**src/rtl/alu_ctrl_issue_pkg.sv**
```systemverilog
// Shared definitions for the ALU opcode issue path.
//  - ALU opcode encodings driven onto the ALU opcode input
//  - RV32I major opcode constants used by the decoder
//  - alu_issue_t: the decoded payload carried through the skid buffer
package alu_pkg;

  localparam logic [2:0] ALU_NONE = 3'b000;
  localparam logic [2:0] ALU_ADD  = 3'b001;
  localparam logic [2:0] ALU_SUB  = 3'b010;
  localparam logic [2:0] ALU_AND  = 3'b011;
  localparam logic [2:0] ALU_OR   = 3'b100;
  localparam logic [2:0] ALU_SLL  = 3'b101;
  localparam logic [2:0] ALU_SRL  = 3'b110;

  localparam logic [6:0] OPC_RTYPE  = 7'b0110011;
  localparam logic [6:0] OPC_ITYPE  = 7'b0010011;
  localparam logic [6:0] OPC_LOAD   = 7'b0000011;
  localparam logic [6:0] OPC_STORE  = 7'b0100011;
  localparam logic [6:0] OPC_BRANCH = 7'b1100011;

  typedef struct packed {
    logic [2:0] opcode;
    logic       op2_imm;
    logic       is_branch;
    logic       illegal;
  } alu_issue_t;

endpackage

```
**src/rtl/alu_ctrl_issue_if.sv**
```systemverilog
// Handshake bundle between fetch/decode, this issue block and the execute stage.
//  master : the issue block (accepts instr, produces the decoded op)
//  slave  : the surrounding environment (supplies instr, consumes the op)
//  in_valid/in_ready/instr          : instruction side handshake
//  out_valid/out_ready              : issued-op side handshake
//  alu_opcode/op2_imm/is_branch/illegal : issued op payload
//  illegal_cnt                      : saturating count of issued illegal ops
interface alu_ctrl_issue_if #(
  parameter int unsigned CNT_W = 16
);
  logic             in_valid;
  logic             in_ready;
  logic [31:0]      instr;
  logic             out_valid;
  logic             out_ready;
  logic [2:0]       alu_opcode;
  logic             op2_imm;
  logic             is_branch;
  logic             illegal;
  logic [CNT_W-1:0] illegal_cnt;

  modport master (
    input  in_valid, instr, out_ready,
    output in_ready, out_valid, alu_opcode, op2_imm, is_branch, illegal, illegal_cnt
  );

  modport slave (
    output in_valid, instr, out_ready,
    input  in_ready, out_valid, alu_opcode, op2_imm, is_branch, illegal, illegal_cnt
  );
endinterface

```
**src/rtl/alu_ctrl_issue_skid.sv**
```systemverilog
// alu_skid_buffer: 2-entry registered valid/ready stage (output reg + skid entry).
//  clk, rst  : clock, synchronous active-high reset
//  i_valid   : upstream valid        o_ready : upstream ready (flops and rst only)
//  i_data    : upstream payload
//  o_valid   : downstream valid      i_ready : downstream ready
//  o_data    : downstream payload (registered)
module alu_skid_buffer
  import alu_pkg::*;
(
  input  logic       clk,
  input  logic       rst,
  input  logic       i_valid,
  output logic       o_ready,
  input  alu_issue_t i_data,
  output logic       o_valid,
  input  logic       i_ready,
  output alu_issue_t o_data
);

  logic       r_out_valid;
  alu_issue_t r_out_data;
  logic       r_skid_valid;
  alu_issue_t r_skid_data;
  logic       w_in_xfer;
  logic       w_out_xfer;

  assign o_ready    = !r_skid_valid && !rst;
  assign w_in_xfer  = i_valid && o_ready;
  assign w_out_xfer = r_out_valid && i_ready;

  always_ff @(posedge clk) begin
    if (rst) begin
      r_out_valid  <= 1'b0;
      r_out_data   <= '0;
      r_skid_valid <= 1'b0;
      r_skid_data  <= '0;
    end else if (!r_out_valid || w_out_xfer) begin
      // Output slot frees up: the skid entry (older) has priority. When the
      // skid is full o_ready was low, so no new transfer competes with it.
      if (r_skid_valid) begin
        r_out_data   <= r_skid_data;
        r_out_valid  <= 1'b1;
        r_skid_valid <= 1'b0;
      end else if (w_in_xfer) begin
        r_out_data  <= i_data;
        r_out_valid <= 1'b1;
      end else begin
        r_out_valid <= 1'b0;
      end
    end else if (w_in_xfer) begin
      r_skid_data  <= i_data;
      r_skid_valid <= 1'b1;
    end
  end

  assign o_valid = r_out_valid;
  assign o_data  = r_out_data;

endmodule

```
**src/rtl/alu_ctrl_issue.sv**
```systemverilog
// alu_ctrl_issue: decodes RV32I instruction words into ALU opcode / operand-2
// select / branch flag and issues them through a 2-entry skid buffer.
// Unsupported functions are issued as illegal with opcode ALU_NONE.
//  clk, rst : clock, synchronous active-high reset
//  bus      : alu_ctrl_issue_if.master (instr in, decoded op out, illegal_cnt)
//  CNT_W    : illegal_cnt width
// Optional feature: define ALU_ILLEGAL_CNT_EN to enable the saturating
// illegal-op counter; otherwise illegal_cnt is tied to 0.
module alu_ctrl_issue
  import alu_pkg::*;
#(
  parameter int unsigned CNT_W = 16
) (
  input  logic                clk,
  input  logic                rst,
  alu_ctrl_issue_if.master    bus
);

  function automatic alu_issue_t f_legal(input logic [2:0] i_op, input logic i_imm,
                                         input logic i_br);
    alu_issue_t v;
    v.opcode    = i_op;
    v.op2_imm   = i_imm;
    v.is_branch = i_br;
    v.illegal   = 1'b0;
    return v;
  endfunction

  function automatic alu_issue_t f_decode(input logic [31:0] i_instr);
    logic [6:0] v_opc;
    logic [2:0] v_f3;
    logic [6:0] v_f7;
    alu_issue_t v_d;
    v_opc = i_instr[6:0];
    v_f3  = i_instr[14:12];
    v_f7  = i_instr[31:25];
    v_d         = '0;
    v_d.illegal = 1'b1;
    case (v_opc)
      OPC_RTYPE: begin
        case (v_f3)
          3'b000: begin
            if (v_f7 == 7'h00)      v_d = f_legal(ALU_ADD, 1'b0, 1'b0);
            else if (v_f7 == 7'h20) v_d = f_legal(ALU_SUB, 1'b0, 1'b0);
          end
          3'b111: if (v_f7 == 7'h00) v_d = f_legal(ALU_AND, 1'b0, 1'b0);
          3'b110: if (v_f7 == 7'h00) v_d = f_legal(ALU_OR,  1'b0, 1'b0);
          3'b001: if (v_f7 == 7'h00) v_d = f_legal(ALU_SLL, 1'b0, 1'b0);
          3'b101: if (v_f7 == 7'h00) v_d = f_legal(ALU_SRL, 1'b0, 1'b0);
          default: ;
        endcase
      end
      OPC_ITYPE: begin
        case (v_f3)
          3'b000: v_d = f_legal(ALU_ADD, 1'b1, 1'b0);
          3'b111: v_d = f_legal(ALU_AND, 1'b1, 1'b0);
          3'b110: v_d = f_legal(ALU_OR,  1'b1, 1'b0);
          3'b001: if (v_f7 == 7'h00) v_d = f_legal(ALU_SLL, 1'b1, 1'b0);
          3'b101: if (v_f7 == 7'h00) v_d = f_legal(ALU_SRL, 1'b1, 1'b0);
          default: ;
        endcase
      end
      OPC_LOAD, OPC_STORE: v_d = f_legal(ALU_ADD, 1'b1, 1'b0);
      OPC_BRANCH: begin
        if (v_f3 == 3'b000 || v_f3 == 3'b001) v_d = f_legal(ALU_SUB, 1'b0, 1'b1);
      end
      default: ;
    endcase
    return v_d;
  endfunction

  alu_issue_t w_dec;
  alu_issue_t w_out;
  logic       w_out_valid;
  logic       w_in_ready;

  assign w_dec = f_decode(bus.instr);

  alu_skid_buffer u_skid (
    .clk     (clk),
    .rst     (rst),
    .i_valid (bus.in_valid),
    .o_ready (w_in_ready),
    .i_data  (w_dec),
    .o_valid (w_out_valid),
    .i_ready (bus.out_ready),
    .o_data  (w_out)
  );

  assign bus.in_ready   = w_in_ready;
  assign bus.out_valid  = w_out_valid;
  assign bus.alu_opcode = w_out.opcode;
  assign bus.op2_imm    = w_out.op2_imm;
  assign bus.is_branch  = w_out.is_branch;
  assign bus.illegal    = w_out.illegal;

`ifdef ALU_ILLEGAL_CNT_EN
  logic [CNT_W-1:0] r_illegal_cnt;

  always_ff @(posedge clk) begin
    if (rst) begin
      r_illegal_cnt <= '0;
    end else if (w_out_valid && bus.out_ready && w_out.illegal && (r_illegal_cnt != '1)) begin
      r_illegal_cnt <= r_illegal_cnt + CNT_W'(1);
    end
  end

  assign bus.illegal_cnt = r_illegal_cnt;
`else
  assign bus.illegal_cnt = '0;
`endif

endmodule

```
**src/flat_wrapper.sv**
```systemverilog
// flat-port wrapper written by rule: the top's interface ports become plain ports
module alu_ctrl_issue_flat import alu_pkg::*;
#(
  parameter int unsigned CNT_W = 16
)
  (clk, rst, bus_in_valid, bus_instr, bus_out_ready, bus_in_ready, bus_out_valid, bus_alu_opcode, bus_op2_imm, bus_is_branch, bus_illegal, bus_illegal_cnt);
  alu_ctrl_issue_if #(.CNT_W(CNT_W)) bus_i ();
  input  logic clk;
  input  logic rst;
  input wire logic [$bits(bus_i.in_valid)-1:0] bus_in_valid;
  input wire logic [$bits(bus_i.instr)-1:0] bus_instr;
  input wire logic [$bits(bus_i.out_ready)-1:0] bus_out_ready;
  output wire logic [$bits(bus_i.in_ready)-1:0] bus_in_ready;
  output wire logic [$bits(bus_i.out_valid)-1:0] bus_out_valid;
  output wire logic [$bits(bus_i.alu_opcode)-1:0] bus_alu_opcode;
  output wire logic [$bits(bus_i.op2_imm)-1:0] bus_op2_imm;
  output wire logic [$bits(bus_i.is_branch)-1:0] bus_is_branch;
  output wire logic [$bits(bus_i.illegal)-1:0] bus_illegal;
  output wire logic [$bits(bus_i.illegal_cnt)-1:0] bus_illegal_cnt;
  assign bus_i.in_valid = bus_in_valid;
  assign bus_i.instr = bus_instr;
  assign bus_i.out_ready = bus_out_ready;
  assign bus_in_ready = bus_i.in_ready;
  assign bus_out_valid = bus_i.out_valid;
  assign bus_alu_opcode = bus_i.alu_opcode;
  assign bus_op2_imm = bus_i.op2_imm;
  assign bus_is_branch = bus_i.is_branch;
  assign bus_illegal = bus_i.illegal;
  assign bus_illegal_cnt = bus_i.illegal_cnt;
  alu_ctrl_issue #(.CNT_W(CNT_W)) u_core (.clk(clk), .rst(rst), .bus(bus_i));
endmodule
```
**config.mk**
```make
export PLATFORM = sky130hd
export DESIGN_NAME = alu_ctrl_issue_flat
export DESIGN_NICKNAME = d
export VERILOG_FILES = /design/src/rtl/alu_ctrl_issue_pkg.sv /design/src/rtl/alu_ctrl_issue_if.sv /design/src/rtl/alu_ctrl_issue_skid.sv /design/src/rtl/alu_ctrl_issue.sv /design/src/flat_wrapper.sv
export SDC_FILE = /design/constraint.sdc
export NUM_CORES = 1
export LEC_CHECK = 0
export BUFFER_PORTS_ARGS = -buffer_cell sky130_fd_sc_hd__buf_2
export CORE_MARGIN = 2
export CORE_UTILIZATION = 40
export DETAILED_ROUTE_END_ITERATION = 8
export MAX_ROUTING_LAYER = met4
export PLACE_DENSITY = 0.75
export SYNTH_ARGS = -nofsm -noshare
export SYNTH_HDL_FRONTEND = slang
export SYNTH_HIERARCHICAL = 1
export SYNTH_SLANG_ARGS = --single-unit
```
**constraint.sdc**
```tcl
create_clock -name clk -period 1.89 [get_ports clk]
set_input_delay 0.189 -clock clk [delete_from_list [all_inputs] [get_ports clk]]
set_output_delay 0.189 -clock clk [all_outputs]
set_load 0.01 [all_outputs]
```
; ---- Yosys cells after proc, flatten, opt, wreduce, memory -nomap -nowiden
; Cells that the tools add are included.
; Widths: inputs -> output; s select.
[op_classes]
n_eq_ne = 10
n_mux = 16
bitwise_logic = 1
n_reduce_logical = 15
[ops]
columns = operator, count
row1 = $pmux 6 s5, 2
row2 = $mux 6, 8
row3 = $pmux 6 s4, 1
row4 = $eq 7x6->1 const B, 3
row5 = $mux 5, 3
row6 = $eq 3x3->1 const B, 3
row7 = $eq 7x2->1 const B, 1
row8 = $eq 7x5->1 const B, 1
row9 = $eq 7x7->1 const B, 1
row10 = $logic_not 7->1, 1
row11 = $reduce_and 2->1, 2
row12 = $reduce_or 2->1, 2
row13 = $eq 3x1->1 const B, 1
row14 = $logic_and 1x1->1, 3
row15 = $logic_not 1->1, 3
row16 = $logic_not 3->1, 1
row17 = $logic_or 1x1->1, 2
row18 = $mux 1, 2
row19 = $reduce_bool 2->1, 1
row20 = $not 1->1, 1
[totals]
regBits = 14
in_bits = 36
out_inout_bits = 24
word_cells = 52

; ---- Logic depth before layout (Yosys ltp)
[depth]
word_depth = 7
depth_mapped = 8
depth_no_buf = 7

; ---- Modules after synthesis
; The synthesis kept the hierarchy.
[modules_own_cells]
columns = mod, n_inst, cells_each, area_per_inst_um2, seq_area_each_um2
row1 = alu_skid_buffer, 1, 69, 688.2, 280.3
row2 = alu_ctrl_issue, 1, 62, 441.7, 0.0

; ---- Worst setup path after synthesis
; OpenSTA, ideal clock, no wires.
[synth_path]
kind = input to register
from = input bus_instr[26]
to = register u_core.u_skid.r_out_data, in the netlist u_core/u_skid/o_data[0]
setup_ps = 121
t_arrival_ps = 1950
required_time_ps = 1769
slack_ps = -181
stages = 6
path_buffers = 0
path_cell_list = or4_4 -> or4b_4 -> a311o_1 -> mux2i_1 -> nor2_1 -> mux2_2
[synth_lines]
columns = element, line
row1 = "start, declared", flat_wrapper.sv:11  ; input wire logic [$bits(bus_i.instr)-1:0] bus_instr;
row2 = "end signal, assigned", alu_ctrl_issue_skid.sv:41  ; r_out_data <= r_skid_data;
row3 = "end signal, assigned", alu_ctrl_issue_skid.sv:45  ; r_out_data <= i_data;
row4 = "end, declared", alu_ctrl_issue_skid.sv:21  ; alu_issue_t r_out_data;

==> impl_metrics.json <==
{
  "maxCapViolations": 0,
  "antenna_found_initial": 0,
  "worst_pin_slew_ps": 577.4,
  "power.switching_w": 0.0001690,
  "slew_viol_final": 0,
  "drive_gt1_share_pct": 35.15,
  "skew_ps": 3.032,
  "layout_commonest_cell": "buf_2",
  "area_delta_synth_final_pct": 16.39,
  "netlist_area_um2": 1130,
  "seqPwrFrac_pct": 50.5,
  "postSynthCellCount": 131,
  "layout_common_cells": "buf_2 (28), conb_1 (16), dfxtp_1 (14)",
  "slowest_stage": "or4_4",
  "core_um2": 2710,
  "dp_slack_ps": -324.0,
  "yosys.area.top_type_share_pct": 24.81,
  "setup-violations-final": 2,
  "cp_slowest_stage_delay_ps": 560,
  "hpwl_mm": 1.805,
  "ys_warn_count": 6,
  "firstDrtPassIters": 4,
  "intPower_w": 0.0004341,
  "swShare_pct": 28.02,
  "pin_count": 60,
  "fillers": 264,
  "avgSynthCellArea_um2": 8.625,
  "num_vias": 1021,
  "p_leak_nw": 0.5849,
  "critPathKind": "in2reg",
  "wl_per_cell_um": 11.70,
  "synth_largest_area_cell": "dfxtp_1",
  "drc": 0,
  "violations": "negative setup slack",
  "yosysUniqueCellTypes": 44,
  "ys_ff_latch": 14,
  "clk_pin_slew_worst_paths_ps": 80,
  "gr-usage-all-layers_pct": 14.80,
  "worst-endpoint-arrival_ps": 2090,
  "num_rows": 19,
  "routed_wirelength_mm": 2.293,
  "grt-ovfl-total": 0,
  "finalCritPeriodShare_pct": 102.1,
  "grt_pass1_wl_mm": 3.760,
  "initial_core_util_pct": 41.69,
  "die_x_um": 57.15,
  "viasPerCell": 5.209,
  "cts_resized": 0,
  "hp-class": "in2reg",
  "cts_buffers": 3,
  "die_h_um": 57.15,
  "clock_latency_ps": 270,
  "post_cts_buffers": 0,
  "total_power_w": 0.0006031,
  "finalHoldViolations": 0,
  "startpoint_type": "input port",
  "crit_required_ps": 2050,
  "htreeDepth": 1,
  "ant_nets": 0,
  "ys_seq_area_share_pct": 24.81,
  "synth_area_leaders": "dfxtp_1 (25%), buf_4 (11%), mux2i_1 (7.1%)",
  "clockBufferDepth": 2,
  "drtIter0Drc": 37,
  "cts_root_buffer": "clkbuf_4",
  "design.die.area_um2": 3266,
  "combPwrFrac_pct": 23.3,
  "clkSinkCount": 14,
  "grt_max_degree": 24,
  "gp_congestion": 0.8222,
  "cts_tree": "yes",
  "clkPwrFrac_pct": 26.2,
  "path_cells": "buf_2 > or4_4 > or4b_4 > a311o_1 > mux2i_1 > nor2_1 > mux2_2",
  "setup_slack_ps": -40.47,
  "status": "finished with violations",
  "n_antenna_cell": 0,
  "grt_pass1_vias": 897,
  "path_max_fanout": 3,
  "peakVddDrop_mv": 0.4132,
  "post-route-util_pct": 48.52,
  "grt_setup_unrepaired": "yes",
  "end_kind": "flip-flop",
  "layout.nets": 203,
  "timing.fmax_ghz": 0.5180,
  "cts-hold-fix-buffers": 0,
  "relSlewSlack_pct": 61.46,
  "port_buffers": 28,
  "period_minus_slack_ps": 1930,
  "power.density_nw_per_um2": 458.6
}
-- registers in the layout, summed over array words and instances (netlist names) --
name	count
u_core/u_skid/o_data	6
u_core/u_skid/r_skid_data	6
u_core/u_skid/o_valid	1
u_core/u_skid/r_skid_valid	1
-- final timing paths --
kind	start	end	slack, ps	cells after the start
worst max register to register	u_core/u_skid/r_skid_valid$_SDFFE_PP0P_	u_core/u_skid/r_skid_data[3]$_SDFFE_PP0P_	410	4
worst min register to register	u_core/u_skid/o_valid$_SDFFE_PP0P_	u_core/u_skid/r_skid_valid$_SDFFE_PP0P_	560	2
worst max-delay path	bus_instr[26]	u_core/u_skid/o_data[0]$_SDFFE_PP0P_	-40	7
worst min-delay path	bus_out_ready	u_core/u_skid/r_skid_valid$_SDFFE_PP0P_	300	3
-- stage by stage --
step	cells	TNS (ps)	hold WS, ps	cell area [um^2]
floorplan	146	-217.6	410.0	1195
CTS	196	-34.84	289.7	1315
finish	196	-44.45	299.5	1315
detailed placement	193	-1249	546.1	1292
global route	196	-158.5	312.1	1315
global placement	193	-1007	532.7	1292
-- critical path: cells and delay by family --
| family | cells | cell delay (ps) |
|---|---|---|
| muxes | 2 | 390 |
| buffers and inverters | 1 | 90 |
| AOI/OAI and AO/OA | 1 | 300 |
| and+or+nand+nor | 3 | 1120 |
-- cells by family (layout without fill, tap and decap cells) --
family                 after synthesis  count (layout)  synth area share (%)
and+or+nand+nor                     46              46                 25.69
muxes                               14              14                 13.07
AOI/OAI and AO/OA                   31              31                 20.60
buffers and inverters               25              44                 15.50
DFF                                 14              14                 24.81
other                                1              16                0.3319
-- synthesized netlist by cell type --
cell type / instances
inv_1: 1
o21ai_1: 1
nor4b_4: 1
a21oi_1: 8
a31o_1: 4
buf_2: 1
o21ai_2: 1
a31o_2: 2
o21ai_0: 1
or4bb_1: 1
buf_6: 2
and2_1: 1
dfxtp_1: 14
o22a_1: 1
nor2_1: 12
nand2_1: 3
mux2_2: 6
a311o_1: 1
nand2b_1: 8
a21boi_1: 1
or3_1: 1
mux2i_1: 8
conb_1: 1
a211oi_1: 2
nor4_2: 1
and3_2: 1
a21boi_0: 1
nor4bb_1: 1
a2111oi_2: 1
or4_4: 1
o2bb2ai_1: 1
or4b_4: 1
nand3_1: 1
nor3_1: 4
o31ai_1: 1
a31oi_1: 1
clkbuf_2: 1
o211a_1: 1
a32oi_1: 1
clkbuf_1: 3
buf_4: 17
o21bai_1: 1
a311oi_1: 1
nor2b_1: 9
-- power by group through the flow --
stage	logic [W]	registers, W	clock network, W
floorplan	0.000109	0.000311	0
global placement	0.000135	0.000311	0
detailed placement	0.000139	0.000312	0
CTS	0.000140	0.000305	0.000167
global route	0.000154	0.000305	0.000176
finish	0.000140	0.000304	0.000158
-- final cells by class --
class                           instances  area [um^2]  share of cell area, %
Clock buffer                            3        22.52                  1.713
Inverter                                1        3.754                 0.2854
Timing Repair Buffer                   40        230.2                  17.51
Tap cell                               31        38.79                  2.950
Multi-Input combinational cell        107        739.5                  56.23
Sequential cell                        14        280.3                  21.31
-- routing by layer --
layer,global-route usage (%),share of wire [%],up-vias
met2,25.12,50,34
met3,2.721,3.8,6
li1,-,-,508
met5,-,0,-
met4,6.645,2.2,0
met1,16.88,44,473
Power figures use the tool's default switching activity.
